--- config.mk ---
export PLATFORM = sky130hd
export DESIGN_NAME = counter_updown_mod_flat
export DESIGN_NICKNAME = d
export VERILOG_FILES = /design/src/rtl/counter_pkg.sv /design/src/rtl/counter_updown_mod_if.sv /design/src/rtl/tick_prescaler.sv /design/src/rtl/counter_updown_mod.sv /design/src/flat_wrapper.sv
export SDC_FILE = /design/constraint.sdc
export NUM_CORES = 1
export LEC_CHECK = 0
export BUFFER_PORTS_ARGS = -buffer_cell sky130_fd_sc_hd__clkbuf_2
export CAP_MARGIN = 20
export CORE_UTILIZATION = 45
export DETAILED_ROUTE_END_ITERATION = 16
export GPL_ROUTABILITY_DRIVEN = 0
export PLACE_DENSITY = 0.74
export REMOVE_ABC_BUFFERS = 1
export SYNTH_ARGS = -nofsm -noshare
export SYNTH_HDL_FRONTEND = slang
export SYNTH_SLANG_ARGS = --single-unit
--- constraint.sdc ---
create_clock -name clk -period 1.95 [get_ports clk]
set_clock_uncertainty 0.1 [all_clocks]
set_input_delay 0.39 -clock clk [delete_from_list [all_inputs] [get_ports clk]]
set_output_delay 0.39 -clock clk [all_outputs]
set_load 0.05 [all_outputs]
--- src/rtl/counter_pkg.sv ---
// Shared constants and elaboration helpers for the modulo-N up/down counter.
package counter_pkg;

    localparam logic MODE_WRAP = 1'b0;
    localparam logic MODE_SAT  = 1'b1;
    localparam logic DIR_DOWN  = 1'b0;
    localparam logic DIR_UP    = 1'b1;

    // Ceiling log2 of value; 0 for value <= 1.
    function automatic int unsigned clog2(input int unsigned value);
        int unsigned r;
        r = 0;
        for (int unsigned v = (value > 0) ? value - 1 : 0; v != 0; v = v >> 1) begin
            r = r + 1;
        end
        return r;
    endfunction

    // Prescaler register width: a PRESCALE of 1 still needs a 1-bit register.
    function automatic int unsigned prescale_width(input int unsigned prescale);
        int unsigned w;
        w = clog2(prescale);
        return (w < 1) ? 1 : w;
    endfunction

endpackage

--- src/rtl/counter_updown_mod_if.sv ---
// Control/status bundle between the pin wrapper (master) and the counter (slave).
interface counter_updown_mod_if #(
    parameter int unsigned WIDTH = 8
);
    logic             en;
    logic             up;
    logic             load;
    logic [WIDTH-1:0] load_val;
    logic             sat_mode;
    logic [WIDTH-1:0] cmp_val;
    logic             clr_ovf;
    logic [WIDTH-1:0] count;
    logic             tick;
    logic             tc;
    logic             ovf;
    logic             match;

    modport master (
        output en, up, load, load_val, sat_mode, cmp_val, clr_ovf,
        input  count, tick, tc, ovf, match
    );

    modport slave (
        input  en, up, load, load_val, sat_mode, cmp_val, clr_ovf,
        output count, tick, tc, ovf, match
    );
endinterface

--- src/rtl/tick_prescaler.sv ---
// Enable prescaler: emits one tick every PRESCALE enabled cycles; sync_clr restarts the period.
module tick_prescaler
    import counter_pkg::*;
#(
    parameter int unsigned PRESCALE = 1
) (
    input  logic clk,
    input  logic rst,
    input  logic en,
    input  logic sync_clr,
    output logic tick
);

    localparam int unsigned PW = prescale_width(PRESCALE);
    localparam logic [PW-1:0] LAST = PW'(PRESCALE - 1);

    logic [PW-1:0] cnt_q;
    logic [PW-1:0] cnt_d;

    assign tick = en && (cnt_q == LAST);

    always_comb begin
        cnt_d = cnt_q;
        if (sync_clr || tick) begin
            cnt_d = '0;
        end else if (en) begin
            cnt_d = cnt_q + PW'(1);
        end
    end

    always_ff @(posedge clk or posedge rst) begin
        if (rst) begin
            cnt_q <= '0;
        end else begin
            cnt_q <= cnt_d;
        end
    end

endmodule

--- src/rtl/counter_updown_mod.sv ---
// Modulo-N up/down counter with load, wrap/saturate, prescaled enable, terminal count,
// sticky overflow and compare match.
module counter_updown_mod
    import counter_pkg::*;
#(
    parameter int unsigned WIDTH    = 8,
    parameter int unsigned MODULUS  = 2 ** WIDTH,
    parameter int unsigned PRESCALE = 1
) (
    input  logic                clk,
    input  logic                rst,
    counter_updown_mod_if.slave bus
);

    localparam logic [WIDTH-1:0] MAX_C = WIDTH'(MODULUS - 1);

    logic             tick;
    logic [WIDTH-1:0] count_q, count_d;
    logic             tc_q, tc_d;
    logic             ovf_q, ovf_d;
    logic             at_top;
    logic             at_bot;
    logic             end_evt;

    tick_prescaler #(
        .PRESCALE (PRESCALE)
    ) u_prescaler (
        .clk      (clk),
        .rst      (rst),
        .en       (bus.en),
        .sync_clr (bus.load),
        .tick     (tick)
    );

    assign at_top = (count_q == MAX_C);
    assign at_bot = (count_q == '0);

    // Next count: load beats step beats hold; range-end steps flag an overflow event.
    always_comb begin
        count_d = count_q;
        end_evt = 1'b0;
        if (bus.load) begin
            count_d = (bus.load_val > MAX_C) ? MAX_C : bus.load_val;
        end else if (tick) begin
            case (bus.up)
                DIR_UP: begin
                    if (at_top) begin
                        end_evt = 1'b1;
                        count_d = (bus.sat_mode == MODE_SAT) ? MAX_C : '0;
                    end else begin
                        count_d = count_q + WIDTH'(1);
                    end
                end
                DIR_DOWN: begin
                    if (at_bot) begin
                        end_evt = 1'b1;
                        count_d = (bus.sat_mode == MODE_WRAP) ? MAX_C : '0;
                    end else begin
                        count_d = count_q - WIDTH'(1);
                    end
                end
                default: count_d = count_q;
            endcase
        end
    end

    // Flags: tc is a one-cycle echo of the event; ovf set wins over clear.
    always_comb begin
        tc_d  = end_evt;
        ovf_d = ovf_q;
        if (end_evt) begin
            ovf_d = 1'b1;
        end else if (bus.clr_ovf) begin
            ovf_d = 1'b0;
        end
    end

    always_ff @(posedge clk or posedge rst) begin
        if (rst) begin
            count_q <= '0;
            tc_q    <= 1'b0;
            ovf_q   <= 1'b0;
        end else begin
            count_q <= count_d;
            tc_q    <= tc_d;
            ovf_q   <= ovf_d;
        end
    end

    assign bus.count = count_q;
    assign bus.tick  = tick;
    assign bus.tc    = tc_q;
    assign bus.ovf   = ovf_q;
    assign bus.match = (count_q == bus.cmp_val);

endmodule

--- src/flat_wrapper.sv ---
// flat-port wrapper written by rule: the top's interface ports become plain ports
module counter_updown_mod_flat import counter_pkg::*;
#(
    parameter int unsigned WIDTH    = 8,
    parameter int unsigned MODULUS  = 2 ** WIDTH,
    parameter int unsigned PRESCALE = 1
)
  (clk, rst, bus_en, bus_up, bus_load, bus_load_val, bus_sat_mode, bus_cmp_val, bus_clr_ovf, bus_count, bus_tick, bus_tc, bus_ovf, bus_match);
  counter_updown_mod_if #(.WIDTH(WIDTH)) bus_i ();
  input  logic clk;
  input  logic rst;
  input wire logic [$bits(bus_i.en)-1:0] bus_en;
  input wire logic [$bits(bus_i.up)-1:0] bus_up;
  input wire logic [$bits(bus_i.load)-1:0] bus_load;
  input wire logic [$bits(bus_i.load_val)-1:0] bus_load_val;
  input wire logic [$bits(bus_i.sat_mode)-1:0] bus_sat_mode;
  input wire logic [$bits(bus_i.cmp_val)-1:0] bus_cmp_val;
  input wire logic [$bits(bus_i.clr_ovf)-1:0] bus_clr_ovf;
  output wire logic [$bits(bus_i.count)-1:0] bus_count;
  output wire logic [$bits(bus_i.tick)-1:0] bus_tick;
  output wire logic [$bits(bus_i.tc)-1:0] bus_tc;
  output wire logic [$bits(bus_i.ovf)-1:0] bus_ovf;
  output wire logic [$bits(bus_i.match)-1:0] bus_match;
  assign bus_i.en = bus_en;
  assign bus_i.up = bus_up;
  assign bus_i.load = bus_load;
  assign bus_i.load_val = bus_load_val;
  assign bus_i.sat_mode = bus_sat_mode;
  assign bus_i.cmp_val = bus_cmp_val;
  assign bus_i.clr_ovf = bus_clr_ovf;
  assign bus_count = bus_i.count;
  assign bus_tick = bus_i.tick;
  assign bus_tc = bus_i.tc;
  assign bus_ovf = bus_i.ovf;
  assign bus_match = bus_i.match;
  counter_updown_mod #(.WIDTH(WIDTH), .MODULUS(MODULUS), .PRESCALE(PRESCALE)) u_core (.clk(clk), .rst(rst), .bus(bus_i));
endmodule
**Word-level counts from Yosys, hierarchy flattened**

Index checks and enable logic that the tools add are counted.

- Output and inout port bits: 12
- Word-level logic and storage cells: 35
- Bits of input ports: 23
- Register bits: 11

- $lt $le $gt $ge: 1
- Bitwise logic cells: 2
- Eq/ne operators: 2
- $add $sub $neg: 3
- Reduce and logical (&&, ||, !) cells: 6
- Multiplexer cells: 17

Operators with widths:

| kind | count |
|---|---|
| $mux 8 | 7 |
| $pmux 8 s2 | 1 |
| $add 8x1->8 const B | 1 |
| $eq 8x8->1 | 1 |
| $eq 8x8->1 const B | 1 |
| $gt 8x8->1 const B | 1 |
| $logic_not 8->1 | 1 |
| $mux 1 | 8 |
| $sub 8x1->8 const B | 1 |
| $reduce_bool 2->1 | 3 |
| $not 1->1 | 2 |
| $pmux 1 s2 | 1 |
| $add 1x1->1 const B | 1 |
| $logic_and 1x1->1 | 1 |
| $logic_or 1x1->1 | 1 |

**Logic depth before layout (Yosys ltp)**

Gate-level depths: netlist of run 1.

- Word-level depth: 6
- Depth in mapped cells: 8
- Mapped depth without buffers: 7

**Cells and area by module**

A second synthesis of run 1 with hierarchy kept.

- Cells, all modules: 138
- Area, all modules: 1079.8 µm²

By module, submodules not included:

| module | area each (µm²) | instances | seq. area each (µm²) | cells an instance |
|---|---|---|---|---|
| counter_updown_mod | 1029.7 | 1 | 250.2 | 134 |
| tick_prescaler | 50.0 | 1 | 25.0 | 4 |

**Worst setup path before layout of run 1**

No wires, ideal clock.

- Path type: reg-to-output
- Start point: register u_core.count_q[2], in the netlist u_core.bus.count[2]
- End point: output bus_match
- Required time: 1.460 ns
- Buffers on the path: 1
- Cell stages (with the launch flop): 5
- Arrival: 1.917 ns
- Slack: -0.457 ns
- Cell sequence: dfrtp_1 clkbuf_1 xnor2_1 nand4_1 nor2_1

- Word-level cells in the longest chain between the ends: 1

Ends and longest elaborated chain:

| item | RTL line | source |
|---|---|---|
| from (decl) | counter_updown_mod.sv:18 | `logic [WIDTH-1:0] count_q, count_d;` |
| from (signal assigned) | counter_updown_mod.sv:84 | `count_q <= count_d;` |
| $eq 8x8->1 | counter_updown_mod.sv:94 | `assign bus.match = (count_q == bus.cmp_val);` |
| to (decl) | flat_wrapper.sv:23 | `output wire logic [$bits(bus_i.match)-1:0] bus_match;` |

No other way between the ends.

**Final worst setup path of run 1**

Same ends and word-level chain as after synthesis.

==> impl_metrics.yaml, run 1 <==
sta:
  finalHoldWorstSlack_ns: -0.00343
  final_critical_path_setup_slack_ns: -0.155
  grt_setup_unrepaired: "yes"
  final.period_utilization: 1.08
  finalSetupViolations: 4
  max_clock_freq_ghz: 0.475
  maxSlewHeadroom: 0.607
  finalCriticalPeriod_ns: 2.11
  timing.final.max_slew_violations: 0
  timing.setup.tns_ns: -0.310
  finalHoldViolCount: 4
  max_slew.worst_pin.slew_ns: 0.587
finish:
  drive_above_1_share: 0.482
  syn_to_final_growth_pct: 52.9
  diodes: 0
  final_design_area_no_fill_um2: 1670
  fillers: 169
  utilization: 0.741
  finish.net_count: 222
worst_setup_path:
  cp_slowest_stage_delay_ns: 0.43
  crit_fanout: 8
  worst_r2r_endpoint: "u_core.bus.count[5]"
  timing.critical_path.required_ns: 1.46
  arrival_ns: 1.62
  instance_count_on_the_critical_path: 5
  startpoint_type: "flip-flop"
  critical_path.slowest_cell: "dfrtp_1"
  endpoint_kind: "output port"
  rr_worst_depth: 6
  crit_type: "reg -> out"
  r2r_start: "u_core.bus.count[0]"
  family_of_cells_with_the_greatest_summed_delay_on_the_critical_path: "flip-flops"
  cp_cell_sequence: "buf_4 -> xnor2_1 -> nand4_1 -> nor2_1 -> clkbuf_8"
  cp_num_buf_inv: 2
  reg2reg_slack_ns: -0.06
synthesis:
  ys.flop_type: "dfrtp_1"
  ys_async_sr_fraction: 1.00
  synth_enable_flop_cells: 0
  synth_warnings: 0
  post_synth.cell_area_avg_um2: 7.69
  syn_inst: 142
  postSynthRegisterBits: 11
  post_synth_instance_area_um2: 1090
  synth_cell_types: 45
  sequential_fraction_of_the_synthesis_area: 0.252
route:
  ant_nets: 0
  post-route-drc-count: 0
  detail_route.vias_per_cell: 6.32
  detailedRoute.firstPassIterationCount: 4
  routedWlPerCell_um: 19.3
  via_count: 1409
  drt_first_iter_violations: 80
  routed_wirelength_mm: 4.31
cts:
  clock_sink_count: 11
  clock_latency_at_the_later_pin_of_the_worst_skew_pair_ns: 0.28
  clock_transition_at_the_registers_of_the_reported_paths_ns: 0.09
  tritoncts: "done"
  cts-root-to-sink-buffers: 2
  numCtsBuffers: 3
  htree_num_levels: 1
  ctsRootBufferMaster: "clkbuf_4"
grt:
  largest_net_degree_at_the_start_of_global_routing: 13
  global_route_wire_length_before_repair_mm: 5.78
  total_routing_usage_reported_by_global_routing: 0.295
  global_route.overflow_total: 0
  grt_antenna_before_repair: 0
  via_count_of_the_first_global_routing_pass: 1232
status:
  violations: "negative hold slack, negative setup slack"
  outcome: "finished with violations"
placed_design:
  detailed_place_hpwl_mm: 2.54
  io_buffer_count: 34
  placed_area_um2: 1380
hold_path:
  hold_path_class: "in -> async"
floorplanning:
  die_y_um: 51.3
  initial_utilization: 0.484
  die-area_um2: 2630
  dieWidth_um: 51.3
  row_count: 17
  fp.coreArea_um2: 2250
  io_pins: 35
power_and_ir_drop:
  ir_drop_mv: 0.387
  finalPower_mw: 1.01
  p_leak_nw: 0.772
  power.density_nw_per_um2: 605
flow_run:
  drv_cap: 0
==> cells by family (layout without fill, tap and decap cells) <==
| kind of cell | count (synthesis) | count (layout) | synth area share |
|---|---|---|---|
| xor+xnor | 11 | 11 | 0.0882 |
| buf+inv | 21 | 74 | 0.0825 |
| mux | 3 | 3 | 0.0401 |
| fa+ha+maj | 3 | 3 | 0.0344 |
| compound gates | 34 | 34 | 0.220 |
| flops | 11 | 11 | 0.252 |
| simple gates | 59 | 59 | 0.283 |
==> registers in the layout (all words and copies together), names as in the netlist <==
name                      flops
u_core.bus.ovf                1
u_core.bus.tc                 1
u_core.bus.count              8
u_core.u_prescaler.cnt_q      1
==> where the power goes <==
| part | internal, mW | switching (mW) | total [mW] |
|---|---|---|---|
| Sequential | 0.248 | 0.0286 | 0.277 |
| Clock | 0.0760 | 0.0978 | 0.174 |
| Combinational | 0.238 | 0.322 | 0.560 |
| Total | 0.563 | 0.448 | 1.01 |
==> layout by cell type (no fill, tap or decap), types with 4 or more instances in the layout <==
cell	count
dfrtp_1	9
buf_6	6
nand4_1	6
a21oi_1	5
nand3_1	4
xnor2_1	5
nand2_1	17
buf_4	21
nor2_1	9
o21ai_0	6
inv_1	6
clkbuf_2	33
xnor2_2	4
==> worst max path at each step <==
stage                        start             endpoint  slack [ns]
6_report       u_core.bus.count[2]            bus_match       -0.16
3_5_place_dp   u_core.bus.count[4]  u_core.bus.count[7]       -0.09
3_3_place_gp   u_core.bus.count[4]  u_core.bus.count[7]     -0.0001
5_1_grt        u_core.bus.count[2]            bus_match       -0.20
4_1_cts        u_core.bus.count[0]  u_core.bus.count[1]       -0.03
2_1_floorplan  u_core.bus.count[4]  u_core.bus.count[7]       -0.35
==> metal layers <==
metal  part of all wire  vias to the layer above  GRT usage  routed length, um
met5                  0                        -          0                  0
met4              0.043                        0     0.0901                185
met3               0.10                       25     0.0417                447
met2               0.48                      113      0.507               2070
met1               0.37                      653      0.379               1610
li1                   -                      618          -                  -
==> metrics by stage <==
step           cells  setup slack [ns]
2_1_floorplan    128            -0.348
3_3_place_gp     210        -0.0000991
3_5_place_dp     210           -0.0936
4_1_cts          219           -0.0274
5_1_grt          223            -0.197
6_report         223            -0.155
==> cell usage after synthesis, types with 2 or more instances <==
| master | number | area [um^2] |
|---|---|---|
| nand2_1 | 17 | 63.8 |
| dfrtp_1 | 11 | 275 |
| nand3_1 | 5 | 25.0 |
| buf_4 | 2 | 15.0 |
| a21oi_1 | 5 | 25.0 |
| nand2b_1 | 2 | 12.5 |
| xnor2_1 | 9 | 78.8 |
| buf_2 | 3 | 15.0 |
| or4_1 | 2 | 15.0 |
| xor2_1 | 2 | 17.5 |
| nor2_1 | 10 | 37.5 |
| inv_1 | 7 | 26.3 |
| and2_1 | 3 | 18.8 |
| nor3_1 | 2 | 10.0 |
| nand4_1 | 6 | 37.5 |
| o21bai_1 | 2 | 15.0 |
| clkbuf_1 | 8 | 30.0 |
| o31ai_1 | 4 | 30.0 |
| ha_1 | 3 | 37.5 |
| o21ai_0 | 7 | 35.0 |
| a21o_1 | 3 | 22.5 |
| and3_1 | 2 | 12.5 |
| nor3b_1 | 3 | 22.5 |
| nor4_1 | 3 | 18.8 |
==> what timing repair did <==
item | CTS | global route
setup endpoints to repair | 4 | 9
pin swaps | 1 | 13
hold buffers | 0 | 0
buffers inserted | 5 | 4
gates resized for setup | 18 | 21
==> area by class of cell <==
cell class	count	area, um^2	share of cell area
multi-input cells	110	865	0.518
inverters	7	26.3	0.0157
repair buffers	63	439	0.263
clock inverters	1	5.00	0.00300
clock buffers	3	22.5	0.0135
flip-flops and latches	11	278	0.166
well taps	28	35.0	0.0210
==> worst register-to-register path, cell delays in order (launching register included) <==
cell	delay (ns)
dfrtp_1	0.41
buf_6	0.14
or4_4	0.50
nor2_4	0.13
mux2i_1	0.22
o21bai_1	0.11
a211o_1	0.27
Note: power is estimated with default switching activity, not from simulation.
==> inputs of run 2 (changes only) <==
Settings changed: ABC_AREA set to 1, CORE_UTILIZATION 45 to 47, PLACE_DENSITY 0.74 to 0.75.
==> run 2 against run 1 <==
Compared with the run above:
- power is 1.5% lower
- first-iteration DRC count shrank 46%
- final cell count is 16% higher
- sequential share of layout area up 2.1 points
- non-clock buffer count down 19
- the run ends with negative hold slack left
- register-to-register slack better by 0.20 ns
==> impl_metrics.yaml, run 2 <==
worst_setup_path:
  startpoint_type: "flip-flop"
  r2r_start: "u_core.bus.count[1]"
  endpoint_kind: "output port"
  critical_path.startpoint: "u_core.bus.count[7]"
  cp_slowest_stage_delay_ns: 0.45
  arrival_ns: 1.42
  rr_worst_depth: 10
  cp_cell_sequence: "xnor2_2 -> nand4_1 -> nor4_1 -> buf_4"
  critical_path.slowest_cell: "dfrtp_2"
  crit_fanout: 4
  crit_type: "reg -> out"
  timing.critical_path.required_ns: 1.46
finish:
  most_common_cell_after_layout_fill_and_taps_aside: "nand2_1"
  drive_above_1_share: 0.339
  largest_register_ff_count: 8
  syn_to_final_growth_pct: 22.6
  final-seq-area_um2: 277
  fillers: 240
  diodes: 0
  most-common-layout-cells: "nand2_1 (57), clkbuf_2 (33), nor2_1 (22)"
  multiInputGateArea_um2: 792
  final_design_area_no_fill_um2: 1480
  utilization: 0.636
  finish.net_count: 257
floorplanning:
  fp.coreArea_um2: 2320
  row_count: 17
  die-area_um2: 2770
  initial_utilization: 0.519
  dieWidth_um: 52.6
  io_pins: 35
  die_y_um: 52.6
flow_run:
  drv_cap: 0
synthesis:
  yosys.cell_count.top_type: "nand2_1"
  synth.cells.most_frequent: "nand2_1 (57), nor2_1 (22), inv_1 (21), dfrtp_1 (11), nand3_1 (9)"
  postSynthRegisterBits: 11
  share_of_yosys_cell_area_claimed_by_the_top_area_cell_type: 0.229
  cell_type_with_the_largest_total_area_after_synthesis: "dfrtp_1"
  syn_inst: 188
  ys_async_sr_fraction: 1.00
  synth_warnings: 0
  synth_cell_types: 27
  post_synth_xor_area_fraction: 0.0728
  synth.mux.area_fraction: 0
  post_synth.cell_area_avg_um2: 6.40
  synth_simple_gate_area_frac: 0.467
  post_synth_instance_area_um2: 1200
  ys.flop_type: "dfrtp_1"
  synth_compound_gate_area_share: 0.0748
  sequential_fraction_of_the_synthesis_area: 0.229
  main_combinational_cell_family_by_area_after_synthesis: "simple AND/OR/NAND/NOR gates"
  netlist_top_cells_area: "dfrtp_1 (23%), nand2_1 (18%), nor2_1 (6.9%)"
  synth-adder-area-share: 0.0312
  synth_enable_flop_cells: 0
cts:
  cts-root-to-sink-buffers: 2
  tritoncts: "done"
  ctsRootBufferMaster: "clkbuf_4"
  holdBufCountCts: 0
  numCtsBuffers: 3
  clock_sink_count: 11
  htree_num_levels: 1
  clock_transition_at_the_registers_of_the_reported_paths_ns: 0.09
  clock_latency_at_the_later_pin_of_the_worst_skew_pair_ns: 0.29
sta:
  final.period_utilization: 0.980
  max_slew.worst_pin.slew_ns: 0.471
  timing.final.max_slew_violations: 0
  finalCriticalPeriod_ns: 1.91
  finalHoldWorstSlack_ns: -0.0210
  maxSlewHeadroom: 0.686
  finalSetupViolations: 0
  max_clock_freq_ghz: 0.523
  final_critical_path_setup_slack_ns: 0.0386
  finalHoldViolCount: 11
  grt_setup_unrepaired: "yes"
route:
  drt_first_iter_violations: 43
  routedWlPerCell_um: 11.6
  detailedRoute.firstPassIterationCount: 4
  via_count: 1303
  post-route-drc-count: 0
  ant_nets: 0
  routed_wirelength_mm: 2.98
  detail_route.vias_per_cell: 5.05
placed_design:
  detailed_place_hpwl_mm: 2.39
  placed_area_um2: 1420
  io_buffer_count: 34
  post-place-ws_ns: 0.196
grt:
  total_routing_usage_reported_by_global_routing: 0.251
  via_count_of_the_first_global_routing_pass: 1181
  grt_antenna_before_repair: 0
  global_route.overflow_total: 0
  global_route_wire_length_before_repair_mm: 5.09
  largest_net_degree_at_the_start_of_global_routing: 13
status:
  outcome: "finished with violations"
  violations: "negative hold slack"
power_and_ir_drop:
  finalPower_mw: 0.995
  ir_drop_mv: 0.471
  p_leak_nw: 0.829
  power.density_nw_per_um2: 674
hold_path:
  hold_path_class: "in -> async"
==> run 2: cell types whose count changed in the layout (fill, tap and decap cells not counted), sizes merged, moves of 3 or more <==
cell,previous run,this run
xor2,2,6
nor4,4,1
o21ai,8,12
buf,29,11
a21o,3,0
nor3b,3,0
o31ai,5,0
nor2,10,32
nand2,17,62
and2,3,0
inv,7,26
xnor2,9,4
nand3,5,12
==> run 2: final timing paths <==
path,endpoint,slack (ns)
worst min-delay path,u_core.u_prescaler.cnt_q,-0.02
worst max register to register,u_core.bus.count[1],0.14
worst max-delay path,bus_match,0.04
worst min register to register,u_core.u_prescaler.cnt_q,0.40
min in group clk,u_core.u_prescaler.cnt_q,0.16
max in group asynchronous,u_core.bus.count[7],1.43
==> run 2: routing by layer <==
layer / wire length (um) / global-route usage
met4: 13 / 0.0570
met5: 0 / 0
met3: 230 / 0.0319
met2: 1420 / 0.432
met1: 1320 / 0.328
==> run 2: power breakdown <==
part / switching [mW] / internal, mW
sequential: 0.0209 / 0.254
clock: 0.0976 / 0.0795
combinational: 0.359 / 0.184
total: 0.478 / 0.517
==> run 2: metrics by stage <==
step | std cells | TNS, ns
global route | 258 | -0.0348
finish | 258 | 0
global placement | 252 | 0
detailed placement | 252 | 0
floorplan | 182 | -1.17
CTS | 257 | 0
==> run 2: area by class of cell <==
cell class                 instances  area share
multi-input combinational        145       0.537
inverter                          26      0.0662
sequential                        11       0.187
tap                               28      0.0237
clock buffer                       4      0.0178
timing repair buffer              44       0.168
==> run 2: timing repair <==
action                                  in CTS  in global routing
pin swaps                                    0                  4
setup buffers                                1                  1
cloned                                       0                  0
endpoints found under the setup margin       1                  1
gates resized for setup                      2                  4
==> run 2: kinds of logic after synthesis <==
group                    Yosys count
AO/OA/AOI/OAI                     16
AND/OR/NAND/NOR                  116
flip-flops                        11
XOR/XNOR                          10
buffers and inverters             32
adder cells (fa/ha/maj)            3
==> run 2: critical path, delay by kind of cell, from the launching register on <==
kind | cells | cell delay [ns]
XOR/XNOR | 1 | 0.12
buffers and inverters | 1 | 0.24
AND/OR/NAND/NOR | 2 | 0.32
flip-flops | 1 | 0.45
==> inputs of run 3 (changes only) <==
Settings changed: CORE_MARGIN set to 5, RECOVER_POWER set to 50.
==> run 3 against run 2 <==
Compared with the run above:
- the flow still finishes with violations (negative hold slack)
- worst setup slack improved by 0.035 ns
- global-route usage decreased by 7.2 points
- critical path depth increased by 1
- clock-buffer cell count unchanged
- hold slack about the same
- clock power decreased by 8%
- non-clock buffer count increased by 1
- combinational power decreased by 0.7%
==> impl_metrics.yaml, run 3 (synthesis results as in run 2) <==
floorplanning:
  fp.coreArea_um2: 2450
  die-area_um2: 3670
  io_pins: 35
  dieWidth_um: 60.6
  die_y_um: 60.6
  row_count: 18
  initial_utilization: 0.490
sta:
  final_critical_path_setup_slack_ns: 0.0739
  final.period_utilization: 0.962
  finalHoldViolCount: 11
  finalCriticalPeriod_ns: 1.88
  timing.final.max_slew_violations: 0
  timing.setup.tns_ns: 0
  grt_setup_unrepaired: "yes"
  max_clock_freq_ghz: 0.533
  finalSetupViolations: 0
  finalHoldWorstSlack_ns: -0.0214
  max_slew.worst_pin.slew_ns: 0.613
  maxSlewHeadroom: 0.593
grt:
  global_route.overflow_total: 0
  largest_net_degree_at_the_start_of_global_routing: 13
  via_count_of_the_first_global_routing_pass: 1174
  global_route_wire_length_before_repair_mm: 4.90
  grt_antenna_before_repair: 0
  total_routing_usage_reported_by_global_routing: 0.179
worst_setup_path:
  timing.critical_path.required_ns: 1.46
  critical_path.slowest_cell: "dfrtp_1"
  endpoint_kind: "output port"
  reg2reg_slack_ns: 0.15
  startpoint_type: "flip-flop"
  rr_worst_depth: 10
  crit_type: "reg -> out"
  r2r_start: "u_core.bus.count[0]"
  crit_fanout: 5
  cp_slowest_stage_delay_ns: 0.40
  worst_r2r_endpoint: "u_core.bus.count[1]"
  cp_cell_sequence: "inv_2 -> or2_2 -> nand4_1 -> nor4_2 -> buf_4"
  arrival_ns: 1.39
route:
  detailedRoute.firstPassIterationCount: 5
  detail_route.vias_per_cell: 4.77
  routed_wirelength_mm: 2.93
  post-route-drc-count: 0
  drt_first_iter_violations: 35
  routedWlPerCell_um: 11.2
  ant_nets: 0
  via_count: 1246
power_and_ir_drop:
  p_leak_nw: 0.810
  power.density_nw_per_um2: 660
  ir_drop_mv: 0.366
placed_design:
  dp.cells: 253
  detailed_place_hpwl_mm: 2.35
  post-place-ws_ns: 0.187
  io_buffer_count: 34
flow_run:
  drv_cap: 0
hold_path:
  hold_path_class: "in -> async"
finish:
  fillers: 260
  diodes: 0
  finalNonFillerCells: 261
  most-common-layout-cells: "nand2_1 (57), clkbuf_2 (29), nor2_1 (22)"
  drive_above_1_share: 0.320
  largest_register_ff_count: 8
  most_common_cell_after_layout_fill_and_taps_aside: "nand2_1"
  finish.net_count: 258
  syn_to_final_growth_pct: 22.2
cts:
  htree_num_levels: 1
  cts-root-to-sink-buffers: 2
  clock_sink_count: 11
  holdBufCountCts: 0
  ctsRootBufferMaster: "clkbuf_4"
  clock_latency_at_the_later_pin_of_the_worst_skew_pair_ns: 0.28
  clock_transition_at_the_registers_of_the_reported_paths_ns: 0.08
  numCtsBuffers: 3
  tritoncts: "done"
status:
  outcome: "finished with violations"
  violations: "negative hold slack"
[run 3: changes by cell type in the layout (fill, tap and decap cells not counted), sizes merged]
cell,delta
buf,+1
[run 3: worst max-delay path, delay by kind of cell (launching register included)]
kind                   cells  cell delay [ns]
buffers and inverters      2             0.32
DFF                        1             0.40
and+or+nand+nor            3             0.40
[run 3: timing repair]
action / CTS / global route
gates resized for setup: 2 / 3
pin swaps: 0 / 0
setup endpoints to repair: 1 / 1
buffers inserted: 4 / 0
[run 3: cell type report]
class                           count  area, um^2  area share
Tap cell                           30        37.5      0.0255
Multi-Input combinational cell    145         783       0.532
Sequential cell                    11         277       0.188
Timing Repair Buffer               45         250       0.170
Inverter                           26        97.6      0.0663
Clock buffer                        4        26.3      0.0179
[run 3: through the flow]
step           power [mW]  hold WS [ns]   util  instance area (um^2)
2_1_floorplan       0.649         0.142      -                  1150
3_3_place_gp        0.793         0.295  0.574                  1410
3_5_place_dp        0.793         0.301  0.574                  1410
4_1_cts             0.971       0.00258  0.599                  1470
5_1_grt              1.04        0.0169  0.599                  1470
6_report            0.971       -0.0214  0.599                  1470
[run 3: layer usage]
| metal | vias to the layer above | global-route usage | wire [um] |
|---|---|---|---|
| met4 | 0 | 0.0681 | 33 |
| met5 | - | 0 | 0 |
| li1 | 668 | - | - |
| met1 | 534 | 0.237 | 1330 |
| met2 | 39 | 0.284 | 1320 |
| met3 | 5 | 0.0404 | 239 |
[run 3: power breakdown]
group	internal (mW)	total, mW	switching [mW]
logic	0.182	0.539	0.357
registers	0.254	0.271	0.0169
clock network	0.0793	0.162	0.0824
total	0.515	0.971	0.456
[run 3: how the worst max path moves through the flow]
stage | startpoint | to | slack [ns] | cells past startpoint
floorplan | u_core.bus.count[2] | bus_match | -1.17 | 3
global placement | u_core.bus.count[1] | bus_match | 0.21 | 5
detailed placement | u_core.bus.count[1] | bus_match | 0.19 | 5
CTS | u_core.bus.count[1] | bus_match | 0.008 | 5
global route | u_core.bus.count[0] | bus_match | -0.008 | 5
finish | u_core.bus.count[0] | bus_match | 0.07 | 5
